===== config.mk =====
export PLATFORM = sky130hd
export DESIGN_NAME = data_memory_bytelane
export DESIGN_NICKNAME = d
export VERILOG_FILES = /design/src/rtl/data_memory_bytelane_pkg.sv /design/src/rtl/data_memory_bytelane_load_align.sv /design/src/rtl/data_memory_bytelane.sv
export SDC_FILE = /design/constraint.sdc
export NUM_CORES = 2
export LEC_CHECK = 0
export ABC_AREA = 0
export BUFFER_PORTS_ARGS = -buffer_cell sky130_fd_sc_hd__buf_2
export CORE_ASPECT_RATIO = 1.2
export CORE_UTILIZATION = 40
export CTS_BUF_LIST = sky130_fd_sc_hd__clkbuf_4 sky130_fd_sc_hd__clkbuf_8
export DETAILED_ROUTE_END_ITERATION = 10
export SKIP_LAST_GASP = 1
export SLEW_MARGIN = 20
export SYNTH_ARGS = -nofsm -noshare
export SYNTH_HDL_FRONTEND = slang
export SYNTH_SLANG_ARGS = --single-unit

===== constraint.sdc =====
create_clock -name clk -period 6.88 [get_ports clk]
set_input_delay 0.344 -clock clk [delete_from_list [all_inputs] [get_ports clk]]
set_output_delay 0.344 -clock clk [all_outputs]
set_load 0.005 [all_outputs]

===== src/rtl/data_memory_bytelane_pkg.sv =====
// Shared encodings, FSM state type and lane helpers for the byte-lane data memory.
package data_memory_bytelane_pkg;

    localparam logic [1:0] SZ_BYTE = 2'b00;
    localparam logic [1:0] SZ_HALF = 2'b01;
    localparam logic [1:0] SZ_WORD = 2'b10;
    localparam logic [1:0] SZ_ILL  = 2'b11;

    typedef enum logic {
        ST_CLEAR = 1'b0,
        ST_IDLE  = 1'b1
    } state_t;

    // True when the access size is illegal or the low address bits break its alignment.
    function automatic logic is_misaligned(input logic [1:0] size, input logic [1:0] lo);
        logic bad;
        case (size)
            SZ_BYTE: bad = 1'b0;
            SZ_HALF: bad = lo[0];
            SZ_WORD: bad = (lo != 2'b00);
            default: bad = 1'b1;
        endcase
        return bad;
    endfunction

    // Bit mask of the lanes a store of this size touches at this byte offset.
    function automatic logic [31:0] lane_mask(input logic [1:0] size, input logic [1:0] lo);
        logic [31:0] m;
        case (size)
            SZ_BYTE: m = 32'h0000_00FF << {lo, 3'b000};
            SZ_HALF: m = lo[1] ? 32'hFFFF_0000 : 32'h0000_FFFF;
            SZ_WORD: m = 32'hFFFF_FFFF;
            default: m = 32'h0000_0000;
        endcase
        return m;
    endfunction

    // Copy the right-justified store datum into every lane it could occupy.
    function automatic logic [31:0] lane_replicate(input logic [1:0] size, input logic [31:0] data);
        logic [31:0] r;
        case (size)
            SZ_BYTE: r = {4{data[7:0]}};
            SZ_HALF: r = {2{data[15:0]}};
            default: r = data;
        endcase
        return r;
    endfunction

endpackage


===== src/rtl/data_memory_bytelane_load_align.sv =====
// Extracts the addressed byte/half/word lane from a memory word and extends it.
module data_memory_bytelane_load_align
    import data_memory_bytelane_pkg::*;
(
    input  logic [31:0] i_word,
    input  logic [1:0]  i_addr,
    input  logic [1:0]  i_size,
    input  logic        i_sign_ext,
    output logic [31:0] o_ext
);

    logic [7:0]  w_byte;
    logic [15:0] w_half;

    // Select the lane and extend it to 32 bits; word accesses ignore sign_ext.
    always_comb begin
        w_byte = 8'h00;
        w_half = 16'h0000;
        o_ext  = 32'h0000_0000;
        case (i_size)
            SZ_BYTE: begin
                case (i_addr)
                    2'b00:   w_byte = i_word[7:0];
                    2'b01:   w_byte = i_word[15:8];
                    2'b10:   w_byte = i_word[23:16];
                    default: w_byte = i_word[31:24];
                endcase
                o_ext = {{24{i_sign_ext & w_byte[7]}}, w_byte};
            end
            SZ_HALF: begin
                if (i_addr[1]) begin
                    w_half = i_word[31:16];
                end else begin
                    w_half = i_word[15:0];
                end
                o_ext = {{16{i_sign_ext & w_half[15]}}, w_half};
            end
            SZ_WORD: o_ext = i_word;
            default: o_ext = 32'h0000_0000;
        endcase
    end

endmodule


===== src/rtl/data_memory_bytelane.sv =====
// Word-organised data memory with byte/half/word lanes, registered loads,
// misalignment flagging and a zeroing sweep after reset.
module data_memory_bytelane
    import data_memory_bytelane_pkg::*;
#(
    parameter int ADDR_W         = 8,
    parameter bit CLEAR_ON_RESET = 1'b1
) (
    input  logic              clk,
    input  logic              reset,
    input  logic [ADDR_W-1:0] addr,
    input  logic [31:0]       write_data,
    input  logic              MemRead,
    input  logic              MemWrite,
    input  logic [1:0]        size,
    input  logic              sign_ext,
    output logic [31:0]       read_data,
    output logic              read_valid,
    output logic              busy,
    output logic              err
);

    localparam int            WI       = ADDR_W - 2;
    localparam int            DEPTH    = 2 ** WI;
    localparam logic [WI-1:0] LAST_IDX = {WI{1'b1}};
    localparam logic [WI-1:0] ONE_IDX  = {{(WI-1){1'b0}}, 1'b1};

    logic [31:0]   r_mem [DEPTH];
    state_t        r_state;
    state_t        w_state_nxt;
    logic [WI-1:0] r_clr_ptr;
    logic [31:0]   r_read_data;
    logic          r_read_valid;
    logic          r_err;

    logic [WI-1:0] w_idx;
    logic [31:0]   w_old_word;
    logic          w_busy;
    logic          w_bad;
    logic          w_do_load;
    logic          w_do_store;
    logic          w_err_nxt;
    logic [31:0]   w_mask;
    logic [31:0]   w_merged;
    logic [31:0]   w_ext;
    logic          w_we;
    logic [WI-1:0] w_widx;
    logic [31:0]   w_wword;

    assign w_idx      = addr[ADDR_W-1:2];
    assign w_old_word = r_mem[w_idx];
    assign w_busy     = (r_state == ST_CLEAR);
    assign w_bad      = is_misaligned(size, addr[1:0]);
    // Requests during reset or the sweep are dropped entirely.
    assign w_do_load  = !reset && !w_busy && MemRead && !w_bad;
    assign w_do_store = !reset && !w_busy && MemWrite && !w_bad;
    assign w_err_nxt  = !w_busy && (MemRead || MemWrite) && w_bad;
    assign w_mask     = lane_mask(size, addr[1:0]);
    assign w_merged   = (w_old_word & ~w_mask) | (lane_replicate(size, write_data) & w_mask);

    // Read path sees the pre-edge word, so a same-cycle store yields old data.
    data_memory_bytelane_load_align u_load_align (
        .i_word     (w_old_word),
        .i_addr     (addr[1:0]),
        .i_size     (size),
        .i_sign_ext (sign_ext),
        .o_ext      (w_ext)
    );

    // Arbitrate the single write port between the clear sweep and stores.
    always_comb begin
        w_we    = 1'b0;
        w_widx  = w_idx;
        w_wword = w_merged;
        if (reset) begin
            w_we = 1'b0;
        end else if (w_busy) begin
            w_we    = CLEAR_ON_RESET;
            w_widx  = r_clr_ptr;
            w_wword = 32'h0000_0000;
        end else begin
            w_we = w_do_store;
        end
    end

    // Memory array write port; contents are not reset, the sweep zeroes them.
    always_ff @(posedge clk) begin
        if (w_we) begin
            r_mem[w_widx] <= w_wword;
        end
    end

    // Sweep leaves CLEAR after the last word, or at once when sweeping is disabled.
    always_comb begin
        w_state_nxt = r_state;
        case (r_state)
            ST_CLEAR: begin
                if (!CLEAR_ON_RESET || (r_clr_ptr == LAST_IDX)) begin
                    w_state_nxt = ST_IDLE;
                end else begin
                    w_state_nxt = ST_CLEAR;
                end
            end
            ST_IDLE: w_state_nxt = ST_IDLE;
            default: w_state_nxt = ST_CLEAR;
        endcase
    end

    // State register and clear pointer; reset restarts the sweep from word 0.
    always_ff @(posedge clk) begin
        if (reset) begin
            r_state   <= ST_CLEAR;
            r_clr_ptr <= {WI{1'b0}};
        end else begin
            r_state <= w_state_nxt;
            if (w_busy) begin
                r_clr_ptr <= r_clr_ptr + ONE_IDX;
            end else begin
                r_clr_ptr <= r_clr_ptr;
            end
        end
    end

    // Registered load result, valid strobe and error strobe.
    always_ff @(posedge clk) begin
        if (reset) begin
            r_read_data  <= 32'h0000_0000;
            r_read_valid <= 1'b0;
            r_err        <= 1'b0;
        end else begin
            r_read_valid <= w_do_load;
            r_err        <= w_err_nxt;
            if (w_do_load) begin
                r_read_data <= w_ext;
            end else begin
                r_read_data <= r_read_data;
            end
        end
    end

    assign read_data  = r_read_data;
    assign read_valid = r_read_valid;
    assign err        = r_err;
    assign busy       = w_busy;

endmodule

# [Word level (Yosys, flattened, before mapping)]
# Memory sizes are Yosys's and may differ from the RTL's.
# Cells that the tools add are included.
[word_totals] input_bits=47 latch_bits=0 elab_cells=52 reg_bits=41 mem_bits_ro=0 memories=1 ram_bits=2048
[mem_list] name="r_mem" depth=64 width=32 read_ports=1 rd_clocked_by_memory_dff=0 write_ports=1 line_no="data_memory_bytelane.sv:28" text="logic [31:0] r_mem [DEPTH];"
[op_classes] n_addsub=1 mux=19 n_reduce_logical=13 bitwise_logic=7 div=0 n_lt_le_gt_ge=0 mul=0 n_eq_ne=5 shift=1
[op_table] op="$pmux 32 s3" n=2
[op_table] op="$mux 32" n=3
[op_table] op="$and 32x32->32" n=2
[op_table] op="$pmux 32 s2" n=1
[op_table] op="$mux 16" n=2
[op_table] op="$not 32->32" n=1
[op_table] op="$or 32x32->32" n=1
[op_table] op="$shl 8x5->32 const A" n=1
[op_table] op="$pmux 8 s3" n=1
[op_table] op="$mux 6" n=2
[op_table] op="$mux 8" n=1
[op_table] op="$logic_and 1x1->1" n=7
[op_table] op="$add 6x1->6 const B" n=1
[op_table] op="$eq 6x6->1 const B" n=1
[op_table] op="$mux 1" n=5
[op_table] op="$eq 2x1->1 const B" n=2
[op_table] op="$eq 2x2->1 const B" n=2
[op_table] op="$logic_not 2->1" n=2
[op_table] op="$pmux 1 s3" n=1
[op_table] op="$and 1x1->1" n=2
[op_table] op="$logic_not 1->1" n=2
[op_table] op="$pmux 1 s2" n=1
[op_table] op="$reduce_bool 2->1" n=1
[op_table] op="$logic_or 1x1->1" n=1
[op_table] op="$not 1->1" n=1

# [Logic depth before layout (Yosys ltp)]
[logic_depth] word_depth=8 ltp_mapped=15

# [By module]
# Synthesis repeated with hierarchy kept, for this count alone.
[hier_totals] cells_unflattened=4157 area_unflattened_um2=82311.4
[by_module_without_submodules] module="data_memory_bytelane" n_inst=1 seq_area_each_um2=62319.8 cells_per_inst=4062 area_each_um2=81593.3
[by_module_without_submodules] module="data_memory_bytelane_load_align" n_inst=1 seq_area_each_um2=0.0 cells_per_inst=95 area_each_um2=718.2

# [Worst setup path before layout]
# Ideal clock, no wire load.
[synth_timing] path_kind="in2reg" startpoint="input port addr[3]" endpoint="memory r_mem[0][19] (data pin)" t_arrival_ns=4.861 setup_time_ns=0.721 path_buffers=5 path_stages=9 required_time_ns=6.159 path_slack_ns=1.298 cell_sequence="buf_4 buf_4 buf_4 buf_2 clkbuf_1 mux4_2 a211oi_1 or3_1 a211oi_1"
[synth_via] elab_chain_cells=5
[synth_lines] element="from (decl)" line_no="data_memory_bytelane.sv:11" text="input logic [ADDR_W-1:0] addr,"
[synth_lines] element="$mem_v2 64x32 (*)"
[synth_lines] element="$and 32x32->32 (*)" line_no="data_memory_bytelane.sv:59" text="assign w_merged = (w_old_word & ~w_mask) | (lane_replicate(size, write_data) & w_mask);"
[synth_lines] element="$or 32x32->32 (*)" line_no="data_memory_bytelane.sv:59"
[synth_lines] element="$mux 32" line_no="data_memory_bytelane.sv:77" text="end else if (w_busy) begin"
[synth_lines] element="$mux 32 (*)" line_no="data_memory_bytelane.sv:75" text="if (reset) begin"
[synth_lines] element="net w_wword[19]" line_no="data_memory_bytelane.sv:48" text="logic [31:0] w_wword;"
[synth_lines] element="to (decl)" line_no="data_memory_bytelane.sv:28"
# The timed path passes the listed nets; every way through them passes the cells marked *.

# [Final worst setup path]
[layout_timing] startpoint="register r_state" endpoint="memory r_mem[18][20] (enable)"
[layout_via] elab_chain_cells=7 elab_cells_between_ends=9 cone_classes="6 x mux; 3 x reduce/logical"
[layout_lines] element="from (decl)" line_no="data_memory_bytelane.sv:29" text="state_t r_state;"
[layout_lines] element="from (signal assigned)" line_no="data_memory_bytelane.sv:115" text="r_state <= w_state_nxt;"
[layout_lines] element="$logic_and 1x1->1 (3 in series)" line_no="data_memory_bytelane.sv:56" text="assign w_do_store = !reset && !w_busy && MemWrite && !w_bad;"
[layout_lines] element="$mux 1" line_no="data_memory_bytelane.sv:77"
[layout_lines] element="$mux 1" line_no="data_memory_bytelane.sv:75"
[layout_lines] element="$mux 1" line_no="data_memory_bytelane.sv:88" text="if (w_we) begin"
[layout_lines] element="$mux 1 (implied by the code)" line_no="data_memory_bytelane.sv:89" text="r_mem[w_widx] <= w_wword;"
# Several ways; a longest one is shown, not always the timed one.

==> summary.txt <==
Status: completed
Asr flop ratio synth: 0
Starting DRT DRC Count: 6473
Cell-internal power: 20300 µW
Post-DP HPWL: 148000 µm
Core ar.: 0.202 mm²
# fillers: 17000
Combinational share of power: 0.066
Seq/Total Area, Yosys: 0.765
Largest net degree at the start of global routing: 123
Final design utilization: 0.459
CP Data Required Time: 7.52 ns
Critical path class: flop to flop
Synth Cell Area: 0.0815 mm²
Cells after Synth: 3871
Worst setup SP type: flop
RSZ-0062 raised after global routing: false
Hold bufs inserted after CTS: 11
Finished Layout Cells: 7164
Vias in the first global route: 43800
Final net count: 4324
Clock Pin Slew Worst Setup and Hold Paths: 0.06 ns
Die Width: 414 µm
Overall global routing resource usage: 0.239
Peak VDD IR: 0.000248 V
Pwr dens: 283 mW/mm²
Cts bufs inserted: 335
Drc violations: 0
Avg WL per Cell: 34.6 µm
Effective utilization at floorplan: 0.403
Die Span Y: 496 µm
Slew Limit Fails: 0
GPL Wtd Cong: 1.05
Max-Cap Viols: 0
Post-synth EDFFs: 2048
Most frequent cells in the layout: edfxtp_1 (2048), mux4_2 (456), clkbuf_8 (342)
Worst slew margin: 0.150
Endpoint class of the critical path: flop
Clk_skew: 0.0814 ns
First-pass GRT wire length: 342000 µm
Clk pwr share: 0.393
Peak fanout along the critical path: 34
GRT Residual Overflow: 0
Total negative slack: 0 ns
Vias: 43600
Fmax: 0.241 GHz
Layout cell share with drive strength beyond 1: 0.303
Initial antenna violation count: 15
Area delta synth->final: 14.0%
Mapped Nets: 3919
Yosys reg bits: 2089
Top FF cell, synth: edfxtp_1
DP Area: 0.0864 mm²
Root buf cell: clkbuf_8
Worst slew pin tran: 1.25 ns
Yosys cell types: 72
Finished Cell Area: 0.0929 mm²
Final WL: 248000 µm
Post-DRT Antenna Nets: 0
1st-pass router iterations: 7
Synthesized area per cell: 21.1 µm²
Finish-stage setup viols: 0
Hold Vio Cnt, Final: 0
Clk Latency, worst-skew pair: 1.08 ns
Fin crit share: 0.603
Clock sink count: 2089
CTS HTree Levels: 5
CTS tree: built
Die area: 0.206 mm²
PortBufs: 81
CTS max path bufs: 4
Synthesis Warnings: 0
Hold crit path type: input pin to flop
Resized cells post-CTS: 0
Leading cell type in the layout, fill and taps excluded: edfxtp_1
Post-CTS Setup Inserts: 0
Io pins: 82
Sw frac: 0.229
Static leakage: 0.0296 µW
Core Rows: 181
Critical Path AT: 4.79 ns
Switch Pwr: 6040 µW
Min Tclk post-route: 4.15 ns
Placed Cells: 6577
Seq pwr share: 0.541
Post-DR vias/cell: 6.09
[cell usage after synthesis (all sizes together), types with 5 or more instances]
| cell | count | share of area |
|---|---|---|
| nand4 | 10 | 0.00077 |
| o211ai | 9 | 0.00089 |
| clkinv | 5 | 0.00023 |
| nor2 | 152 | 0.0070 |
| dfxtp | 41 | 0.010 |
| a22oi | 140 | 0.013 |
| nand3 | 49 | 0.0030 |
| buf | 150 | 0.014 |
| and2 | 14 | 0.0011 |
| edfxtp | 2048 | 0.75 |
| a2111oi | 5 | 0.00061 |
| nand2b | 13 | 0.0010 |
| o21ai | 42 | 0.0026 |
| a31oi | 20 | 0.0015 |
| nand2 | 118 | 0.0054 |
| inv | 9 | 0.00041 |
| o221ai | 22 | 0.0024 |
| o32ai | 7 | 0.00075 |
| nor4 | 18 | 0.0018 |
| a22o | 10 | 0.0011 |
| mux4 | 477 | 0.13 |
| and3 | 11 | 0.00084 |
| o22ai | 15 | 0.0012 |
| a221oi | 13 | 0.0017 |
| a211oi | 41 | 0.0038 |
| clkbuf | 71 | 0.0033 |
| mux2 | 9 | 0.0012 |
| a21oi | 105 | 0.0064 |
| nor3 | 21 | 0.0014 |
| nor2b | 29 | 0.0022 |
| mux2i | 138 | 0.017 |
[power groups by stage]
stage               combinational [µW]  sequential [µW]  clock (µW)
floorplan                          963            14500           0
global placement                  1650            14500           0
detailed placement                1700            14500           0
CTS                               1700            14200       10500
global route                      1790            14200       11000
finish                            1740            14200       10400
[logic make-up after synthesis]
group           Yosys count  synth area share
compound gates          465            0.0397
xor+xnor                  4          0.000430
fa+ha+maj                 1          0.000153
buf+inv                 235            0.0180
flops                  2089             0.765
mux                     624             0.151
simple gates            453            0.0261
[worst paths after layout]
kind                                    start       endpoint  slack [ns]  cells after the start
worst min register to register   read_data[0]   read_data[0]        0.53                      2
worst max register to register        r_state  r_mem[18][20]        2.73                      7
worst min-delay path            write_data[0]   r_mem[31][0]        0.12                      3
worst max-delay path                  r_state  r_mem[18][20]        2.73                      7
[worst max-delay path, stage by stage (launching register included)]
cell and delay [ns]:
dfxtp_1 0.50, nor2_4 0.14, buf_4 0.41, or3_1 0.46, o21ai_0 0.16, nand2_1 0.60
nor2_4 0.74, buf_4 0.66
[state kept, by name, summed over array words and instances (netlist names)]
name and count:
r_clr_ptr 6, read_valid 1, read_data 32, r_state 1
r_mem 2048, err 1
[final cells by class]
class                      instances  area, µm²  share of cell area
antenna                            5       12.5            0.000135
tap                             2653       3320              0.0357
inverter                          14       52.6            0.000566
multi-input combinational       1547      18600               0.200
clock buffer                     449       5510              0.0593
timing repair buffer             289       2360              0.0254
clock inverter                   118        772             0.00831
sequential                      2089      62300               0.671
[metrics by stage]
step | power [µW] | hold slack (ns) | setup slack [ns]
floorplan | 15500 | 0.483 | 1.30
global placement | 16200 | 0.508 | 1.74
detailed placement | 16200 | 0.516 | 1.92
CTS | 26400 | 0.0176 | 2.79
global route | 27000 | 0.0862 | 2.62
finish | 26300 | 0.117 | 2.73
[per-layer routing]
layer,up-vias,track usage,routed length [µm]
met4,8,0.112,11900
met1,23300,0.312,95000
li1,17200,-,-
met3,533,0.0558,23400
met2,2640,0.380,117000
met5,-,0.00137,56
Power figures use the tool's default switching activity.
